===== config.mk =====
export PLATFORM = sky130hd
export DESIGN_NAME = tmds_multi_encoder
export DESIGN_NICKNAME = d
export VERILOG_FILES = /design/src/rtl/tmds_pkg.sv /design/src/rtl/tmds_channel.sv /design/src/rtl/tmds_multi_encoder.sv
export SDC_FILE = /design/constraint.sdc
export NUM_CORES = 1
export LEC_CHECK = 0
export CAP_MARGIN = 40
export CORE_MARGIN = 2
export CORE_UTILIZATION = 65
export DETAILED_ROUTE_END_ITERATION = 16
export DONT_BUFFER_PORTS = 1
export PLACE_DENSITY = 0.82
export SLEW_MARGIN = 20
export SYNTH_ARGS = -nofsm -noshare
export SYNTH_HDL_FRONTEND = slang
export SYNTH_SLANG_ARGS = --single-unit

===== constraint.sdc =====
create_clock -name clk -period 5.1 [get_ports clk]
set_input_delay 1.02 -clock clk [delete_from_list [all_inputs] [get_ports clk]]
set_output_delay 1.02 -clock clk [all_outputs]
set_load 0.03 [all_outputs]

===== src/rtl/tmds_pkg.sv =====
// Shared types, symbol tables and helpers for the multi-channel TMDS encoder.
package tmds_pkg;

    localparam int CNT_W = 5;

    typedef enum logic [1:0] {
        MODE_CTRL   = 2'd0,
        MODE_VIDEO  = 2'd1,
        MODE_TERC4  = 2'd2,
        MODE_VGUARD = 2'd3
    } mode_e;

    localparam logic [9:0] CTRL_CODE_00 = 10'b1101010100;
    localparam logic [9:0] CTRL_CODE_01 = 10'b0010101011;
    localparam logic [9:0] CTRL_CODE_10 = 10'b0101010100;
    localparam logic [9:0] CTRL_CODE_11 = 10'b1010101011;

    // Guard band: GUARD_CODE_B on channels with index mod 3 == 1, GUARD_CODE_A elsewhere.
    localparam logic [9:0] GUARD_CODE_A = 10'b1011001100;
    localparam logic [9:0] GUARD_CODE_B = 10'b0100110011;

    function automatic logic [9:0] terc4_code(input logic [3:0] nib);
        logic [9:0] code;
        case (nib)
            4'd0:    code = 10'b1010011100;
            4'd1:    code = 10'b1001100011;
            4'd2:    code = 10'b1011100100;
            4'd3:    code = 10'b1011100010;
            4'd4:    code = 10'b0101110001;
            4'd5:    code = 10'b0100011110;
            4'd6:    code = 10'b0110001110;
            4'd7:    code = 10'b0100111100;
            4'd8:    code = 10'b1011001100;
            4'd9:    code = 10'b0100111001;
            4'd10:   code = 10'b0110011100;
            4'd11:   code = 10'b1011000110;
            4'd12:   code = 10'b1010001110;
            4'd13:   code = 10'b1001110001;
            4'd14:   code = 10'b0101100011;
            default: code = 10'b1011000011;
        endcase
        return code;
    endfunction

    function automatic logic [9:0] ctrl_code(input logic [1:0] c);
        logic [9:0] code;
        case (c)
            2'b00:   code = CTRL_CODE_00;
            2'b01:   code = CTRL_CODE_01;
            2'b10:   code = CTRL_CODE_10;
            default: code = CTRL_CODE_11;
        endcase
        return code;
    endfunction

    function automatic logic [3:0] ones8(input logic [7:0] v);
        logic [3:0] n;
        n = '0;
        for (int i = 0; i < 8; i++) begin
            n = n + {3'b000, v[i]};
        end
        return n;
    endfunction

    // Transition-minimising first stage; bit 8 flags XOR (1) versus XNOR (0) chaining.
    function automatic logic [8:0] tmds_qm(input logic [7:0] d);
        logic [8:0] q;
        logic [3:0] n1;
        logic       use_xnor;
        n1       = ones8(d);
        use_xnor = (n1 > 4'd4) || ((n1 == 4'd4) && !d[0]);
        q[0]     = d[0];
        for (int i = 1; i < 8; i++) begin
            q[i] = use_xnor ? ~(d[i] ^ q[i-1]) : (d[i] ^ q[i-1]);
        end
        q[8] = ~use_xnor;
        return q;
    endfunction

endpackage


===== src/rtl/tmds_channel.sv =====
// One TMDS channel: stage 1 transition-minimises the byte, stage 2 balances DC
// (or emits a fixed control/TERC4/guard symbol) and keeps the running disparity.
module tmds_channel
    import tmds_pkg::*;
#(
    parameter int CH_IDX            = 0,
    parameter int RESET_CNT_ON_CTRL = 1
) (
    input  logic             clk,
    input  logic             rst_n,
    input  logic [1:0]       mode,
    input  logic [7:0]       data,
    input  logic [1:0]       ctrl,
    input  logic [3:0]       aux,
    output logic [9:0]       encoded,
    output logic [CNT_W-1:0] disparity
);

    logic [8:0]              r_qm;
    mode_e                   r_mode;
    logic [1:0]              r_ctrl;
    logic [3:0]              r_aux;
    logic [9:0]              r_encoded;
    logic signed [CNT_W-1:0] r_cnt;

    logic [3:0]              w_n1;
    logic signed [CNT_W-1:0] w_diff;
    logic signed [CNT_W-1:0] w_two_q8;
    logic signed [CNT_W-1:0] w_two_nq8;
    logic signed [CNT_W-1:0] w_cnt_idle;
    logic                    w_cnt_pos;
    logic                    w_cnt_neg;
    logic                    w_diff_pos;
    logic                    w_diff_neg;
    logic [9:0]              w_code_next;
    logic signed [CNT_W-1:0] w_cnt_next;

    // NOTE: clocked state uses non-blocking assignments so every register samples
    // pre-edge values and the two stages shift together on one edge.
    always_ff @(posedge clk or negedge rst_n) begin
        if (!rst_n) begin
            r_qm   <= '0;
            r_mode <= MODE_CTRL;
            r_ctrl <= 2'b00;
            r_aux  <= '0;
        end else begin
            r_qm   <= tmds_qm(data);
            r_mode <= mode_e'(mode);
            r_ctrl <= ctrl;
            r_aux  <= aux;
        end
    end

    // N1 - N0 of q_m[7:0] equals 2*N1 - 8; the 5-bit wrap is exact over -8..+8.
    assign w_n1       = ones8(r_qm[7:0]);
    assign w_diff     = CNT_W'({w_n1, 1'b0}) - CNT_W'(8);
    assign w_two_q8   = {{(CNT_W-2){1'b0}},  r_qm[8], 1'b0};
    assign w_two_nq8  = {{(CNT_W-2){1'b0}}, ~r_qm[8], 1'b0};
    assign w_cnt_neg  = r_cnt[CNT_W-1];
    assign w_cnt_pos  = !r_cnt[CNT_W-1] && (r_cnt != '0);
    assign w_diff_neg = w_diff[CNT_W-1];
    assign w_diff_pos = !w_diff[CNT_W-1] && (w_diff != '0);
    assign w_cnt_idle = (RESET_CNT_ON_CTRL != 0) ? '0 : r_cnt;

    // NOTE: both outputs get a default first so no path through the case infers a latch.
    always_comb begin
        w_code_next = CTRL_CODE_00;
        w_cnt_next  = w_cnt_idle;
        case (r_mode)
            MODE_VIDEO: begin
                if ((r_cnt == '0) || (w_diff == '0)) begin
                    w_code_next = {~r_qm[8], r_qm[8], r_qm[8] ? r_qm[7:0] : ~r_qm[7:0]};
                    w_cnt_next  = r_qm[8] ? (r_cnt + w_diff) : (r_cnt - w_diff);
                end else if ((w_cnt_pos && w_diff_pos) || (w_cnt_neg && w_diff_neg)) begin
                    w_code_next = {1'b1, r_qm[8], ~r_qm[7:0]};
                    w_cnt_next  = r_cnt + w_two_q8 - w_diff;
                end else begin
                    w_code_next = {1'b0, r_qm[8], r_qm[7:0]};
                    w_cnt_next  = r_cnt - w_two_nq8 + w_diff;
                end
            end
            MODE_TERC4:  w_code_next = terc4_code(r_aux);
            MODE_VGUARD: w_code_next = ((CH_IDX % 3) == 1) ? GUARD_CODE_B : GUARD_CODE_A;
            default:     w_code_next = ctrl_code(r_ctrl);
        endcase
    end

    always_ff @(posedge clk or negedge rst_n) begin
        if (!rst_n) begin
            r_encoded <= CTRL_CODE_00;
            r_cnt     <= '0;
        end else begin
            r_encoded <= w_code_next;
            r_cnt     <= w_cnt_next;
        end
    end

    assign encoded   = r_encoded;
    assign disparity = r_cnt;

endmodule


===== src/rtl/tmds_multi_encoder.sv =====
// NUM_CH-channel TMDS encoder: one tmds_channel per lane, sharing only the mode input.
module tmds_multi_encoder
    import tmds_pkg::*;
#(
    parameter int NUM_CH            = 3,
    parameter int RESET_CNT_ON_CTRL = 1
) (
    input  logic                    clk,
    input  logic                    rst_n,
    input  logic [1:0]              mode,
    input  logic [8*NUM_CH-1:0]     data,
    input  logic [2*NUM_CH-1:0]     ctrl,
    input  logic [4*NUM_CH-1:0]     aux,
    output logic [10*NUM_CH-1:0]    encoded,
    output logic [CNT_W*NUM_CH-1:0] disparity
);

    for (genvar k = 0; k < NUM_CH; k++) begin : g_ch
        tmds_channel #(
            .CH_IDX            (k),
            .RESET_CNT_ON_CTRL (RESET_CNT_ON_CTRL)
        ) u_ch (
            .clk       (clk),
            .rst_n     (rst_n),
            .mode      (mode),
            .data      (data[8*k +: 8]),
            .ctrl      (ctrl[2*k +: 2]),
            .aux       (aux[4*k +: 4]),
            .encoded   (encoded[10*k +: 10]),
            .disparity (disparity[CNT_W*k +: CNT_W])
        );
    end

endmodule

# Word-level counts from Yosys, hierarchy flattened
# Memory sizes are Yosys's and may differ from the RTL's.
# Cells that the tools add are included.
# totals
ff_bits	92
romBits	480
input_bits	46
elab_cells	244
mem_count	3
# op_classes
addsub	63
magnitude_cmp	3
eq_ne	12
muxes	48
bitwise_logic	51
reduce_logical	48
# memory_table
name	depth	width	read_ports	rd_ports_with_merged_regs	write_ports	line	text
(no name shown)	16	10	1	0	0	tmds_pkg.sv:24	case (nib)
(no name shown)	16	10	1	0	0	tmds_pkg.sv:24	
(no name shown)	16	10	1	0	0	tmds_pkg.sv:24	
# op_table
operator	count
$pmux 10 s3	6
$add 4x1->4	36
$mux 10	6
$mux 5	12
$add 5x5->5	6
$logic_not 5->1	6
$reduce_bool 5->1	6
$sub 5x5->5	6
$not 1->1	27
$mux 8	3
$not 8->8	3
$mux 1	21
$xor 1x1->1	21
$add 5x3->5	3
$logic_and 1x1->1	15
$sub 5x3->5	3
$sub 5x4->5 const B	3
$add 1x1->2	6
$eq 4x3->1 const B	3
$gt 4x3->1 const B	3
$eq 2x2->1 const B	5
$logic_not 1->1	9
$logic_or 1x1->1	9
$eq 2x1->1 const B	4
$logic_not 2->1	3

# Logic depth before layout (Yosys ltp)
# Gate-level depths: netlist (run 1).
# logic_depth
ltp_word	29
ltp_mapped	16

# Modules after synthesis
# Synthesis (run 1) repeated with hierarchy kept, for this count alone.
# hier_totals
hier_cells	772
hier_area_um2	7679.9
# modules_own_cells
module	instances	cells_each	area_per_inst_um2	seq_area_each_um2
tmds_channel (g_ch[2].u_ch)	1	259	2586.2	782.0
tmds_channel (g_ch[0].u_ch)	1	260	2555.0	782.0
tmds_channel (g_ch[1].u_ch)	1	253	2538.7	782.0

# Worst setup path before layout (run 1)
# Ideal clock, no wire load.
# synth_timing
path_kind	input -> register
startpoint	input port data[8]
endpoint	register g_ch[1].u_ch.r_qm[7]
setup_time_ns	0.127
t_arrival_ns	4.139
t_required_ns	4.973
setup_slack_ns	0.834
cell_stages	12
path_buffers	0
path_cell_list	ha_1 inv_1 fa_1 fa_1 inv_1 fa_1 fa_1 nor3b_1 o21ai_0 a21oi_1 xnor2_1 xnor2_1
# synth_via
elab_chain_len	29
word_cells_on_any_way	33
# synth_rtl
item	line	text
start, declared	tmds_multi_encoder.sv:11	input logic [8*NUM_CH-1:0] data,
parallel branches: the longest is 28 deep, another holds $add 4x1->4	n/a	
$mux 1 (*)	tmds_pkg.sv:74	q[i] = use_xnor ? ~(d[i] ^ q[i-1]) : (d[i] ^ q[i-1]);
end signal, assigned	tmds_channel.sv:47	r_qm <= tmds_qm(data);
end, declared	tmds_channel.sv:19	logic [8:0] r_qm;
# Every way passes the cells marked *.

# Worst setup path in the final report (run 1)
# layout_timing
startpoint	register g_ch[1].u_ch.r_qm[0]
endpoint	register g_ch[1].u_ch.r_encoded[0]
# layout_via
elab_chain_len	15
word_cells_on_any_way	21
# layout_rtl
item	line	text
$add 1x1->2	tmds_pkg.sv:60	n = n + {3'b000, v[i]};
$add 4x1->4 (6 in a row)	tmds_pkg.sv:60	
$sub 5x4->5	tmds_channel.sv:56	assign w_diff = CNT_W'({w_n1, 1'b0}) - CNT_W'(8);
$reduce_bool 5->1 or $logic_not 1->1 (tied branches)	tmds_channel.sv:62	assign w_diff_pos = !w_diff[CNT_W-1] && (w_diff != '0);
$logic_and 1x1->1	tmds_channel.sv:62	
$logic_and 1x1->1	tmds_channel.sv:74	end else if ((w_cnt_pos && w_diff_pos) || (w_cnt_neg && w_diff_neg)) begin
$logic_or 1x1->1	tmds_channel.sv:74	
$mux 10	tmds_channel.sv:74	
$mux 10 (*)	tmds_channel.sv:71	if ((r_cnt == '0) || (w_diff == '0)) begin
$pmux 10 s3 (*)	tmds_channel.sv:69	case (r_mode)
named net g_ch[1].u_ch.w_code_next[0]	tmds_channel.sv:35	logic [9:0] w_code_next;
end signal, assigned	tmds_channel.sv:93	r_encoded <= w_code_next;
end, declared	tmds_channel.sv:23	logic [9:0] r_encoded;
# Mark *: on every way through the listed nets, which the timed path passes. The rest lies on a longest branch.

==> out/metrics.yaml, run 1 <==
finalCritPeriodShare: 0.908
drive_gt1_frac: 0.0617
dr.pass1.iters: 5
max_stage_delay_ns: 0.49
cts.sinks: 89
cts_resized: 0
finalMaxSlewViolations: 0
crit_required_ns: 5.33
fillers: 790
postCtsSetupRepairBufs: 0
synth_compound_area_frac: 0.151
hold_buffers: 0
synth_top_area_frac: 0.249
status: "finished, final reports clean"
cts_tree: "done"
dp.final_hpwl_mm: 12.0
start_util: 0.660
yosys-top-cells-area: "dfrtp_1 (25%), ha_1 (16%), fa_1 (10%), xnor2_1 (6.8%), inv_1 (6.0%)"
io_buffers: 0
num_vias: 5239
grt_max_degree: 90
worstSetupStartpointType: "flop"
slowest_stage: "fa_1"
drt_wl_total_mm: 15.5
synth.ff_latch_count: 89
die-area_um2: 12300
multi_input_area_um2: 4630
crit_fanout: 13
die_w_um: 111
area_growth_pct: 5.45
synth_commonest_cells: "inv_1 (118), ha_1 (96), dfrtp_1 (74)"
critPathTopFamily: "adder cells"
antenna_left: 0
antenna_found_initial: 0
synth_fa_ha_area_frac: 0.266
fin_crit_ns: 4.63
drt_iter0_markers: 304
relSlewSlack: 0.483
io-pin-count: 91
yosysMostFrequentCell: "inv_1"
yosys-mux-area-fraction: 0.0205
path_class: "flop to flop"
synth_top_family_by_area: "adder cells"
antenna_cells: 0
setup_tns_ns: 0
min_path_type: "input port to asynchronous set/reset pin"
critPathBufInv: 1
crit_path_frequent_cell: "fa_1"
synth_warnings: 0
cts_buffers: 9
nets: 921
synth_area_um2: 7440
rows: 39
synth_xor_area_frac: 0.101
die_y_um: 111
ys_types: 60
htree_levels: 3
ys.flop_type: "dfrtp_1"
viasPerCell: 5.90
cp.arrival_ns: 4.86
syn_inst: 751
core_um2: 11300
grt_pass1_vias: 5510
async_flop_share: 1.00
end_kind: "flop"
gp_congestion: 0.931
seq_area_um2: 2250
cts-root-buf: "clkbuf_16"
tightest_slew_ns: 0.776
wire_per_inst_um: 17.4
skew_ns: 0.0108
crit_chain: "ha_1, inv_1, fa_1, fa_1, fa_1, fa_1, xnor2_1, ha_1, ha_1, a21oi_1, a22oi_4, or4_1, o311a_1"
grtUsageTotal: 0.268
clkLatencyLatePin_ns: 0.35
overflow: 0
synthSimpleGateAreaFrac: 0.0817
clk_pin_slew_worst_paths_ns: 0.06
synth_edf_count: 0
drc: 0
syn_avg_cell_area_um2: 9.91
finalHoldViolations: 0
yosys.area.top_type: "dfrtp_1"
setup_viol: 0
grt_pass1_wl_mm: 26.4
fmax_ghz: 0.216
cts_buffer_depth: 2
maxCapViolCount: 0
seq_area_frac_synth: 0.302
rsz0062_at_grt: "false"
worst register-to-register path, cell delays in order, from the launching register on:
cell,delay (ns)
dfrtp_1,0.41
ha_1,0.30
inv_1,0.05
fa_1,0.49
fa_1,0.43
fa_1,0.43
fa_1,0.39
xnor2_1,0.43
ha_1,0.38
ha_1,0.23
a21oi_1,0.22
a22oi_4,0.16
or4_1,0.45
o311a_1,0.15
worst paths after layout:
| path | from | endpoint | slack [ns] | depth (start not counted) |
|---|---|---|---|---|
| max | g_ch[1].u_ch.r_qm[0]$_DFF_PN0_ | g_ch[1].u_ch.encoded[0]$_DFF_PN0_ | 0.47 | 13 |
| min | rst_n | g_ch[2].u_ch.r_ctrl[0]$_DFF_PN0_ | 0.36 | 0 |
| max reg2reg | g_ch[1].u_ch.r_qm[0]$_DFF_PN0_ | g_ch[1].u_ch.encoded[0]$_DFF_PN0_ | 0.47 | 13 |
| min reg2reg | g_ch[1].u_ch.r_qm[5]$_DFF_PN0_ | g_ch[1].u_ch.encoded[5]$_DFF_PN0_ | 0.57 | 1 |
| max in group asynchronous | rst_n | g_ch[0].u_ch.encoded[2]$_DFF_PN1_ | 4.52 | 0 |
| min in group clk | g_ch[1].u_ch.r_qm[5]$_DFF_PN0_ | g_ch[1].u_ch.encoded[5]$_DFF_PN0_ | 0.57 | 1 |
per-layer routing:
metal	vias up	global-route usage	routed length, um
li1	2479	-	-
met1	2564	0.336	6550
met2	163	0.453	7700
met3	33	0.0563	790
met4	0	0.115	422
met5	-	0	0
layout make-up:
type	instances	area share
clock inverters	4	0.00973
repair buffers	4	0.00478
well taps	143	0.0228
inverters	118	0.0565
flip-flops and latches	89	0.286
clock buffers	12	0.0301
multi-input cells	518	0.590
layout by cell type, fill, tap and decap left out, types with 4 or more instances in the layout:
cell type and n:
inv_1 118, a21oi_1 39, o21a_1 6, xor2_1 20, nor4_1 6, nand2_1 19, o21ai_0 36, o22ai_1 4
nor2_1 32, a31oi_1 13, a21o_1 12, ha_1 96, dfstp_2 15, nor3b_1 5, o31ai_1 5, nor2b_1 12
nand3_1 14, mux2i_1 13, nor3_1 10, nand2b_1 9, a211oi_1 17, clkbuf_16 9, o221ai_1 5, dfrtp_1 74
fa_1 39, xnor2_1 58, a311oi_1 4
state kept, by name, summed over array words and instances (netlist names):
register	cells
g_ch.u_ch.r_qm	27
g_ch.u_ch.r_ctrl	6
g_ch.u_ch.encoded	30
g_ch.u_ch.r_aux	12
g_ch.u_ch.r_mode	2
g_ch.u_ch.disparity	12
stage by stage:
step | instances | utilization | setup slack (ns) | area [um2] | hold slack, ns
after CTS | 888 | 0.696 | 0.489 | 7850 | 0.350
after floorplan | 753 | - | 0.834 | 7450 | 0.457
final | 888 | 0.696 | 0.471 | 7850 | 0.364
after global placement | 869 | 0.666 | 0.716 | 7500 | 0.543
after detailed placement | 872 | 0.668 | 0.536 | 7530 | 0.546
after global routing | 888 | 0.696 | 0.289 | 7850 | 0.347
cells by family after synthesis:
family	count (synthesis)
compound gates	166
xor+xnor	81
fa+ha+maj	135
buf+inv	146
flops	89
mux	15
other cells	1
simple gates	118
Power of run 1 is not shown: default switching activity piles up to over one toggle a cycle in this logic, so the estimate is an artifact.
==> inputs of run 2 (changes only) <==
--- a/config.mk
+++ b/config.mk
@@ -10,6 +10,7 @@
 export CORE_UTILIZATION = 65
 export DETAILED_ROUTE_END_ITERATION = 16
 export DONT_BUFFER_PORTS = 1
+export MAX_ROUTING_LAYER = met4
 export PLACE_DENSITY = 0.82
 export SLEW_MARGIN = 20
 export SYNTH_ARGS = -nofsm -noshare
==> out/metrics.yaml, run 2 (same netlist as run 1, synthesis figures left out) <==
start_util: 0.660  # unchanged
drt_wl_total_mm: 15.5  # +0.43%
cts_resized: 0  # unchanged
cts_buffer_depth: 2  # unchanged
fmax_ghz: 0.215  # -0.34%
setup_tns_ns: 0  # unchanged
seq_area_um2: 2250  # unchanged
dp.final_hpwl_mm: 12.0  # unchanged
final_common_cell: "inv_1"
largest_register_ffs: 30  # unchanged
clk_pin_slew_worst_paths_ns: 0.06  # about the same
min_path_type: "input port to asynchronous set/reset pin"
dr.pass1.iters: 4  # -1
drt_iter0_markers: 290  # -4.6%
finalCritPeriodShare: 0.911  # +0.00312
end_kind: "flop"
crit_required_ns: 5.33  # about the same
cts-root-buf: "clkbuf_16"
post-route-util: 0.696  # unchanged
crit_path_frequent_cell: "fa_1"
grt_pass1_vias: 5503  # -0.13%
postCtsSetupRepairBufs: 0  # unchanged
tightest_slew_ns: 0.770  # -0.00587 ns
drive_gt1_frac: 0.0617  # unchanged
viasPerCell: 5.90  # about the same
multi_input_area_um2: 4630  # unchanged
r2r_slack_ns: 0.46  # -0.02 ns
fillers: 790  # unchanged
max_stage_delay_ns: 0.49  # about the same
io-pin-count: 91  # unchanged
setup_viol: 0  # unchanged
maxCapViolCount: 0  # unchanged
antenna_cells: 0  # unchanged
antenna_found_initial: 0  # unchanged
relSlewSlack: 0.487  # +0.00391
rows: 39  # unchanged
wire_per_inst_um: 17.5  # +0.43%
finalMaxSlewViolations: 0  # unchanged
fin_crit_ns: 4.64  # +0.0159 ns
cts_tree: "done"
die_y_um: 111  # unchanged
drc: 0  # unchanged
slowest_stage: "fa_1"
die_w_um: 111  # unchanged
antenna_left: 0  # unchanged
nets: 921  # unchanged
crit_fanout: 13  # unchanged
grtUsageTotal: 0.276  # +0.00772
crit_chain: "ha_1, inv_1, fa_1, fa_1, fa_1, fa_1, xnor2_1, ha_1, ha_1, a21oi_1, a22oi_4, or4_1, o311a_1"
cts_buffers: 9  # unchanged
path_class: "flop to flop"
r2r-end: "g_ch[1].u_ch.encoded[0]$_DFF_PN0_"
grt_pass1_wl_mm: 26.4  # about the same
r2r_cells: 13  # unchanged
grt_max_degree: 90  # unchanged
final_cell_mix: "inv_1 (118), ha_1 (96), dfrtp_1 (74), xnor2_1 (58)"
gp_congestion: 0.948  # +1.8%
num_vias: 5237  # -0.038%
clkLatencyLatePin_ns: 0.35  # about the same
overflow: 0  # unchanged
finalHoldViolations: 0  # unchanged
core_um2: 11300  # unchanged
status: "finished, final reports clean"
cts.sinks: 89  # unchanged
rsz0062_at_grt: "false"
htree_levels: 3  # unchanged
die-area_um2: 12300  # unchanged
area_growth_pct: 5.45  # unchanged
skew_ns: 0.0118  # +0.000949 ns
cp.arrival_ns: 4.87  # about the same
hold_buffers: 0  # unchanged
worstSetupStartpointType: "flop"
io_buffers: 0  # unchanged
r2r_start: "g_ch[1].u_ch.r_qm[0]$_DFF_PN0_"
[run 2: through the flow]
stage	instances	hold slack, ns	worst slack, ns	area, um2
3_3_place_gp	869	0.543	0.716	7500
5_1_grt	888	0.349	0.289	7850
3_5_place_dp	872	0.546	0.536	7530
6_report	888	0.364	0.455	7850
2_1_floorplan	753	0.457	0.834	7450
4_1_cts	888	0.350	0.489	7850
[run 2: final cells by class]
cell class / count / share of cell area
inverter: 118 / 0.0565
tap: 143 / 0.0228
clock inverter: 4 / 0.00973
clock buffer: 12 / 0.0301
multi-input combinational: 518 / 0.590
timing repair buffer: 4 / 0.00478
sequential: 89 / 0.286
[run 2: layer usage]
layer / wire length (um) / track usage
met3: 929 / 0.0514
met4: 424 / 0.115
met1: 6490 / 0.339
met2: 7680 / 0.453
met5: 0 / -
[run 2: worst max-delay path: cells and delay by family (launching register included)]
family / cells / cell delay, ns
AOI/OAI and AO/OA: 3 / 0.53
xor gates and xnor gates: 1 / 0.43
adders and majority gates: 7 / 2.65
buffers and inverters: 1 / 0.05
DFF: 1 / 0.41
and+or+nand+nor: 1 / 0.45
[run 2: worst max-delay path by stage]
stage,cells after the start,to,startpoint
floorplan,12,g_ch[1].u_ch.r_qm[7]$_DFF_PN0_,data[8]
global placement,13,g_ch[1].u_ch.encoded[0]$_DFF_PN0_,g_ch[1].u_ch.r_qm[0]$_DFF_PN0_
detailed placement,12,g_ch[1].u_ch.r_qm[7]$_DFF_PN0_,data[8]
CTS,13,g_ch[1].u_ch.encoded[0]$_DFF_PN0_,g_ch[1].u_ch.r_qm[0]$_DFF_PN0_
global route,13,g_ch[1].u_ch.encoded[0]$_DFF_PN0_,g_ch[1].u_ch.r_qm[0]$_DFF_PN0_
finish,13,g_ch[1].u_ch.encoded[0]$_DFF_PN0_,g_ch[1].u_ch.r_qm[0]$_DFF_PN0_
Power of run 2 is left out for the same reason.
==> inputs of run 3 (changes only) <==
--- a/config.mk
+++ b/config.mk
@@ -11,7 +11,8 @@
 export DETAILED_ROUTE_END_ITERATION = 16
 export DONT_BUFFER_PORTS = 1
 export MAX_ROUTING_LAYER = met4
-export PLACE_DENSITY = 0.82
+export PLACE_DENSITY = 0.81
+export SKIP_CTS_REPAIR_TIMING = 1
 export SLEW_MARGIN = 20
 export SYNTH_ARGS = -nofsm -noshare
 export SYNTH_HDL_FRONTEND = slang
==> out/metrics.yaml, run 3 (same netlist as run 1, synthesis figures left out) <==
status: "finished, final reports clean"
fmax_ghz: 0.220  # +2.1%
wire_per_inst_um: 17.2  # -1.8%
preCtsSetupSlack_ns: 0.588  # +0.0515 ns
core_um2: 11300  # unchanged
antenna_cells: 0  # unchanged
cts_buffers: 9  # unchanged
tightest_slew_ns: 0.770  # -0.000205 ns
clkLatencyLatePin_ns: 0.35  # about the same
seq_area_um2: 2250  # unchanged
grtUsageTotal: 0.271  # -0.00520
end_kind: "flop"
cts_tree: "done"
cts-root-buf: "clkbuf_16"
fin_hold_ws_ns: 0.364  # +0.000934 ns
viasPerCell: 5.95  # +0.88%
grt_pass1_vias: 5505  # +0.036%
final_cell_mix: "inv_1 (118), ha_1 (96), dfrtp_1 (74), xnor2_1 (58)"
gp_congestion: 0.939  # -0.96%
largest_register_ffs: 30  # unchanged
fin_crit_ns: 4.55  # -0.0943 ns
dr.pass1.iters: 5  # +1
antenna_left: 0  # unchanged
start_util: 0.660  # unchanged
clk_pin_slew_worst_paths_ns: 0.07  # about the same
io-pin-count: 91  # unchanged
overflow: 0  # unchanged
multi_input_area_um2: 4630  # unchanged
drc: 0  # unchanged
rsz0062_at_grt: "false"
worstSetupStartpointType: "flop"
rows: 39  # unchanged
die_y_um: 111  # unchanged
nets: 921  # unchanged
htree_levels: 3  # unchanged
grt_max_degree: 90  # unchanged
setup_tns_ns: 0  # unchanged
layout_setup_ws_ns: 0.550  # +0.0943 ns
cp.arrival_ns: 4.83  # -0.04 ns
fillers: 843  # +6.7%
drt_iter0_markers: 355  # +22%
die_w_um: 111  # unchanged
crit_required_ns: 5.38  # +0.05 ns
cts.sinks: 89  # unchanged
crit_fanout: 11  # -2
finalCritPeriodShare: 0.892  # -0.0185
min_path_type: "input port to asynchronous set/reset pin"
die-area_um2: 12300  # unchanged
area_growth_pct: 5.43  # about the same
finalMaxSlewViolations: 0  # unchanged
cts_buffer_depth: 2  # unchanged
num_vias: 5283  # +0.88%
drive_gt1_frac: 0.0658  # +0.00403
path_class: "flop to flop"
maxCapViolCount: 0  # unchanged
antenna_found_initial: 0  # unchanged
drt_wl_total_mm: 15.2  # -1.8%
grt_pass1_wl_mm: 26.2  # -0.60%
setup_viol: 0  # unchanged
skew_ns: 0.00985  # -0.00190 ns
relSlewSlack: 0.487  # about the same
io_buffers: 0  # unchanged
finalHoldViolations: 0  # unchanged
final_common_cell: "inv_1"
dp.final_hpwl_mm: 11.9  # -0.42%
run 3: cell types whose count changed in the layout (fill, tap and decap cells not counted):
cell        previous run  this run
clkbuf_1               3         0
inv_8                  0         1
inv_6                  1         3
clkbuf_8               0         1
clkinvlp_4             1         0
bufinv_16              2         1
clkinv_2               0         1
run 3: worst paths after layout:
kind | start | endpoint | slack [ns] | cells past startpoint
setup / recovery | g_ch[2].u_ch.r_qm[0]$_DFF_PN0_ | g_ch[2].u_ch.encoded[4]$_DFF_PN1_ | 0.55 | 14
hold / removal | rst_n | g_ch[1].u_ch.encoded[3]$_DFF_PN0_ | 0.36 | 0
setup reg to reg | g_ch[2].u_ch.r_qm[0]$_DFF_PN0_ | g_ch[2].u_ch.encoded[4]$_DFF_PN1_ | 0.55 | 14
hold reg to reg | g_ch[1].u_ch.r_qm[5]$_DFF_PN0_ | g_ch[1].u_ch.encoded[5]$_DFF_PN0_ | 0.59 | 1
max in group asynchronous | rst_n | g_ch[0].u_ch.encoded[4]$_DFF_PN1_ | 4.52 | 0
min in group clk | g_ch[1].u_ch.r_qm[5]$_DFF_PN0_ | g_ch[1].u_ch.encoded[5]$_DFF_PN0_ | 0.59 | 1
run 3: metrics by stage:
stage,util,area (um2),std cells
floorplan,-,7450,753
global placement,0.666,7510,870
detailed placement,0.668,7530,872
CTS,0.696,7840,888
global route,0.696,7840,888
finish,0.696,7840,888
run 3: per-layer routing:
metal | track usage | vias to the layer above | wire [um] | part of all wire
met5 | - | - | 0 | 0
met4 | 0.104 | 0 | 395 | 0.026
met3 | 0.0541 | 29 | 882 | 0.058
met2 | 0.429 | 181 | 7470 | 0.49
met1 | 0.348 | 2581 | 6490 | 0.43
li1 | - | 2492 | - | -
run 3: layout make-up:
| class | instances | area share |
|---|---|---|
| Tap cell | 143 | 0.0228 |
| Timing Repair Buffer | 4 | 0.00479 |
| Multi-Input combinational cell | 518 | 0.590 |
| Clock buffer | 10 | 0.0305 |
| Inverter | 118 | 0.0565 |
| Clock inverter | 6 | 0.00925 |
| Sequential cell | 89 | 0.286 |
run 3: critical path, cell delays in order, from the launching register on:
cell       delay, ns
dfrtp_1         0.40
ha_1            0.31
inv_1           0.08
fa_1            0.43
fa_1            0.52
fa_1            0.19
inv_1           0.06
fa_1            0.37
xor2_1          0.42
ha_1            0.37
ha_1            0.23
nand2b_1        0.16
o2bb2ai_2       0.49
xnor2_1         0.15
a32o_1          0.29
Power of run 3 is left out for the same reason.
